===== config.mk =====
export PLATFORM = sky130hd
export DESIGN_NAME = serial_add_ctrl
export DESIGN_NICKNAME = d
export VERILOG_FILES = /design/src/rtl/serial_add_ctrl_pkg.sv /design/src/rtl/serial_add_ctrl_fa2.sv /design/src/rtl/serial_add_ctrl.sv
export SDC_FILE = /design/constraint.sdc
export NUM_CORES = 1
export LEC_CHECK = 0
export CORE_MARGIN = 2
export CORE_UTILIZATION = 53
export DETAILED_ROUTE_END_ITERATION = 10
export PLACE_DENSITY = 0.76
export REMOVE_ABC_BUFFERS = 1
export SKIP_CTS_REPAIR_TIMING = 1
export SYNTH_ARGS = -nofsm -noshare
export SYNTH_HDL_FRONTEND = slang
export SYNTH_SLANG_ARGS = --single-unit

===== constraint.sdc =====
create_clock -name clk -period 6.5 [get_ports clk]
set_input_delay 1.3 -clock clk [delete_from_list [all_inputs] [get_ports clk]]
set_output_delay 1.3 -clock clk [all_outputs]
set_load 0.05 [all_outputs]

===== src/rtl/serial_add_ctrl_pkg.sv =====
// serial_add_ctrl_pkg: controller state encoding shared by the bit-serial adder.
package serial_add_ctrl_pkg;
    typedef enum logic [1:0] {
        S_IDLE = 2'd0,
        S_RUN  = 2'd1,
        S_DONE = 2'd2
    } state_t;
endpackage


===== src/rtl/serial_add_ctrl_fa2.sv =====
// fa2: one-bit full-adder cell time-shared by the serial controller.
module fa2 (
    input  logic a,
    input  logic b,
    input  logic c_in,
    output logic s,
    output logic c_out
);
    assign s     = a ^ b ^ c_in;
    assign c_out = (a & b) | (c_in & (a ^ b));
endmodule


===== src/rtl/serial_add_ctrl.sv =====
// serial_add_ctrl: bit-serial add/subtract over one fa2 cell, LSB first, with valid/ready on both sides.
module serial_add_ctrl
    import serial_add_ctrl_pkg::*;
#(
    parameter int WIDTH = 32
) (
    input  logic             clk,
    input  logic             rst,
    input  logic             in_valid,
    output logic             in_ready,
    input  logic [WIDTH-1:0] a,
    input  logic [WIDTH-1:0] b,
    input  logic             sub,
    output logic             out_valid,
    input  logic             out_ready,
    output logic [WIDTH-1:0] sum,
    output logic             c_out,
    output logic             ovf
);
    localparam int CW = $clog2(WIDTH);

    state_t           state, next_state;
    logic [WIDTH-1:0] ra, rb, acc_next;
    logic [WIDTH-2:0] acc;
    logic [CW-1:0]    cnt;
    logic             carry, fa_s, fa_c, run, done, last, accept;

    assign run       = state == S_RUN;
    assign done      = state == S_DONE;
    assign last      = run && cnt == CW'(WIDTH - 1);
    assign in_ready  = !(run || done);
    assign out_valid = done;
    assign accept    = in_valid && in_ready;
    // Partial sum fills from the top; the incoming bit completes the word on the last cycle.
    assign acc_next  = {fa_s, acc};

    fa2 u_fa (
        .a    (ra[0]),
        .b    (rb[0]),
        .c_in (carry),
        .s    (fa_s),
        .c_out(fa_c)
    );

    always_ff @(posedge clk or posedge rst) begin
        if (rst) state <= S_IDLE;
        else     state <= next_state;
    end

    // Encoding 2'd3 falls through to the idle arm.
    always_comb begin
        next_state = run  ? (last ? S_DONE : S_RUN) :
                     done ? (out_ready ? S_IDLE : S_DONE) :
                            (in_valid ? S_RUN : S_IDLE);
    end

    always_ff @(posedge clk or posedge rst) begin
        if (rst) begin
            ra    <= '0;
            rb    <= '0;
            acc   <= '0;
            cnt   <= '0;
            carry <= 1'b0;
            sum   <= '0;
            c_out <= 1'b0;
            ovf   <= 1'b0;
        end else if (accept) begin
            ra    <= a;
            rb    <= b ^ {WIDTH{sub}};
            carry <= sub;
            cnt   <= '0;
        end else if (run) begin
            ra    <= ra >> 1;
            rb    <= rb >> 1;
            acc   <= acc_next[WIDTH-1:1];
            carry <= fa_c;
            cnt   <= cnt + CW'(1);
            if (last) begin
                sum   <= acc_next;
                c_out <= fa_c;
                ovf   <= carry ^ fa_c;
            end
        end
    end
endmodule


==> flow_results.org <==
** Clock tree
- Clock tree from TritonCTS :: built
- After clock tree synthesis, the clock-pin slew on the worst setup and hold paths is 50 ps.
- No sink is reached through more buffers than the 2 on the longest clock path.
- Clock tree synthesis selected as its root buffer the cell clkbuf_16.
- TritonCTS Buffers :: 17
- H-tree levels :: 4
- The tree built by TritonCTS fans out to 137 sinks.
- At the later pin of the worst-skew pair, clock insertion delay measures 410 ps.

** Global route
- Entering global routing, the biggest net connects 133 pins.
- Global routing consumed, over all layers together, 18.16% of the routing resources.
- The via count of the first global-routing pass came to 3,857.
- Initial antenna violation count :: 0
- Total grt overflow :: 0
- First-pass GRT wire length :: 18,440 um

** Critical path
- Number of cells traversed by the worst register-to-register path :: 6
- Register-to-register setup slack :: 3970 ps
- Beginning of the worst register-to-register path :: state[1]
- In this run the worst path has a maximum fanout of 3.
- For the worst setup path, the data arrival time is 1990 ps.
- The worst setup path is launched from a flop.
- The critical path in this run is classified as reg2out.
- Element type at the critical path end :: primary output
- Critical path data required time :: 5200 ps
- Endpoint of the worst register-to-register path :: c_out

** Route
- Summing over every cut layer, the via total after detailed routing is 3,813.
- Final routed DRC violation total :: 0
- Final antenna-violating net count :: 0
- Post-DR vias/cell :: 5.153
- The first routing iteration left 212 violations.
- In the final routed layout, each cell accounts on average for 14.36 um.
- The first TritonRoute pass finished after 4 iterations.
- Wires add up to 10,630 um.

** Logic synthesis
- Simple-gate share of the synthesized area :: 5.337%
- Multiplexer fraction of the synthesized cell area :: 24.32%
- The synthesized netlist devotes 5.094% of its cell area to XOR and XNOR gates.
- Biggest area contributors in the synthesized netlist :: dfrtp_1 (55%), mux2i_1 (11%), mux2_4 (7.3%)
- Sequential-to-total area share from yosys stat :: 55.39%
- The cell area that synthesis handed to floorplanning was 6190 sq um.
- After synthesis, the largest family of logic cells by area is multiplexers.
- The synthesized design spends more area on one cell type than any other, namely dfrtp_1.
- Proportion of netlist area held by the largest area contributor :: 55.39%
- Unique cell type count in the Yosys netlist :: 27
- The synthesized design contains 137 register bits.
- Summing the areas of all compound-gate instances in the mapped netlist gives 5.316% of the synthesized area.
- Post-synthesis average cell area :: 12.61 sq um
- Count of mapped cells out of synthesis :: 491
- Syn. warnings :: 0
- Post-synthesis adder-cell area fraction :: 1.132%

** Hold path
- In this run the most critical hold path is launched from acc[0].
- Endpoint of the worst hold-timing path :: acc[0]
- Class of the worst hold path :: reg2reg
- Cell depth of the worst hold path :: 1

** Power
- VDD sags by at most 0.3213 mV.
- For this design the ratio of total power to cell area is 482.1 nW/um^2.
- The analysis attributes to cell leakage a power of 0.003930 uW.

** Timing
- Setup violations remaining at the end of the flow were counted as 0.
- Static timing analysis puts the maximum clock frequency at 303.9 MHz.
- Layout Skew :: 7.224 ps
- Setup_tns :: 0 ps
- The number of slew-limit violations in the final report is 0.
- Setup repair after global routing left no endpoint under its margin.
- Final hold violation count :: 0
- After layout, the worst path uses 50.62% of the clock period.
- Tmin final :: 3291 ps
- Setup slack of the critical path after layout :: 3209 ps
- Transition time of the tightest slew-check pin :: 1147 ps
- Headroom to the max-slew limit came out at 23.56%.

** Finish
- The number of antenna diodes in the final layout is 0.
- In the final layout, the share of cells above drive strength 1 is 16.75%.
- Fill cells in the final layout number 867.
- Summing all multi-input logic gate instances after layout gives 2565 sq um.
- The sequential cells in the finished layout cover a total of 3428 sq um.
- Layout-stage area growth over the synthesis result :: 26.54%
- Count of nets after finishing :: 659

** Floorplanning
- The floorplan step set the die height to 112.1 um.
- The die is 112.1 um wide.
- The floorplan step defined a die boundary enclosing 12,560 sq um.
- Initial core utilization :: 54.21%
- I/O pin total :: 105
- The floorplan has 39 rows.
- Floorplan core area :: 11,420 sq um

** Flow run
- Number of violations of the max-capacitance limit :: 0

** Place
- Before CTS, the worst setup slack after placement is 3261 ps.
- Input and output buffers added on the ports amount to 104.
- Summed over all nets, the half-perimeter wirelength after detailed placement is 6991 um.
- Final Wtd Congestion :: 0.7391

** Run status
- The run finished with clean final reports.
worst max-delay path by stage:
| stage | startpoint | end | depth (start not counted) |
|---|---|---|---|
| after global placement | in_valid | rb[11] | 3 |
| after floorplan | state[1] | c_out | 4 |
| after global routing | state[0] | in_ready | 3 |
| final | state[0] | in_ready | 3 |
| after detailed placement | in_valid | rb[29] | 3 |
| after CTS | state[0] | in_ready | 3 |
final cells by class:
cell class | instances | share of cell area, %
inverter | 3 | 0.2077
sequential | 137 | 43.77
tap | 143 | 2.284
clock buffer | 22 | 5.799
timing repair buffer | 108 | 13.61
clock inverter | 9 | 1.581
multi-input combinational | 318 | 32.75
cells in the final DEF (no fill, tap or decap), types with 4 or more instances in the layout:
master / instances
clkbuf_16: 17
mux2i_1: 66
mux2_2: 33
xor2_1: 34
clkbuf_1: 4
clkdlybuf4s50_1: 103
mux2_4: 30
clkinv_2: 5
nand2_1: 67
o21ai_0: 15
dfrtp_1: 137
nor2_1: 6
buf_4: 4
o21ai_1: 49
Yosys cell counts, drive strengths merged:
cell	number
nand3b	2
nand2	68
nand4	1
a22o	1
o21ai	64
and2	1
mux2i	66
clkbuf	6
fa	1
nand2b	1
mux2	65
inv	3
nand3	1
dfrtp	137
xor2	34
nor2	6
ha	4
buf	27
xnor2	2
and3	1
flip-flops by register name, summed over array words and instances (netlist names):
signal,flops
c_out,1
ra,32
carry,1
ovf,1
acc,31
cnt,5
rb,32
sum,32
state,2
worst max-delay path, stage by stage (launching register included):
cell and delay (ps):
dfrtp_1 390, inv_1 60, ha_1 320, clkdlybuf4s50_1 820
cells by family after synthesis:
| family | after synthesis |
|---|---|
| adder cells (fa/ha/maj) | 5 |
| AO/OA/AOI/OAI | 65 |
| flip-flops | 137 |
| buffers and inverters | 36 |
| multiplexers | 131 |
| AND/OR/NAND/NOR | 81 |
| XOR/XNOR | 36 |
per-layer routing:
layer	GRT usage, %	wire length [um]
met1	24.34	4933
met2	28.97	5031
met3	5.346	553
met4	5.691	112
met5	0	0
metrics by stage:
step | hold WS, ps | total power [uW] | instances | area, sq um | util [%]
2_1_floorplan | 464.5 | 2487 | 458 | 5989 | -
3_3_place_gp | 475.7 | 2792 | 709 | 7254 | 63.53
3_5_place_dp | 497.6 | 2862 | 709 | 7254 | 63.53
4_1_cts | 506.7 | 3811 | 740 | 7833 | 68.60
5_1_grt | 518.7 | 3997 | 740 | 7833 | 68.60
6_report | 501.5 | 3776 | 740 | 7833 | 68.60
power by group:
| group | total (uW) | switching, uW | leakage, uW | internal, uW |
|---|---|---|---|---|
| registers | 1430 | 220 | 0.00176 | 1210 |
| logic | 1400 | 732 | 0.00188 | 671 |
| clock network | 943 | 334 | 0.000287 | 608 |
| total | 3780 | 1290 | 0.00393 | 2490 |
Power figures use the tool's default switching activity.
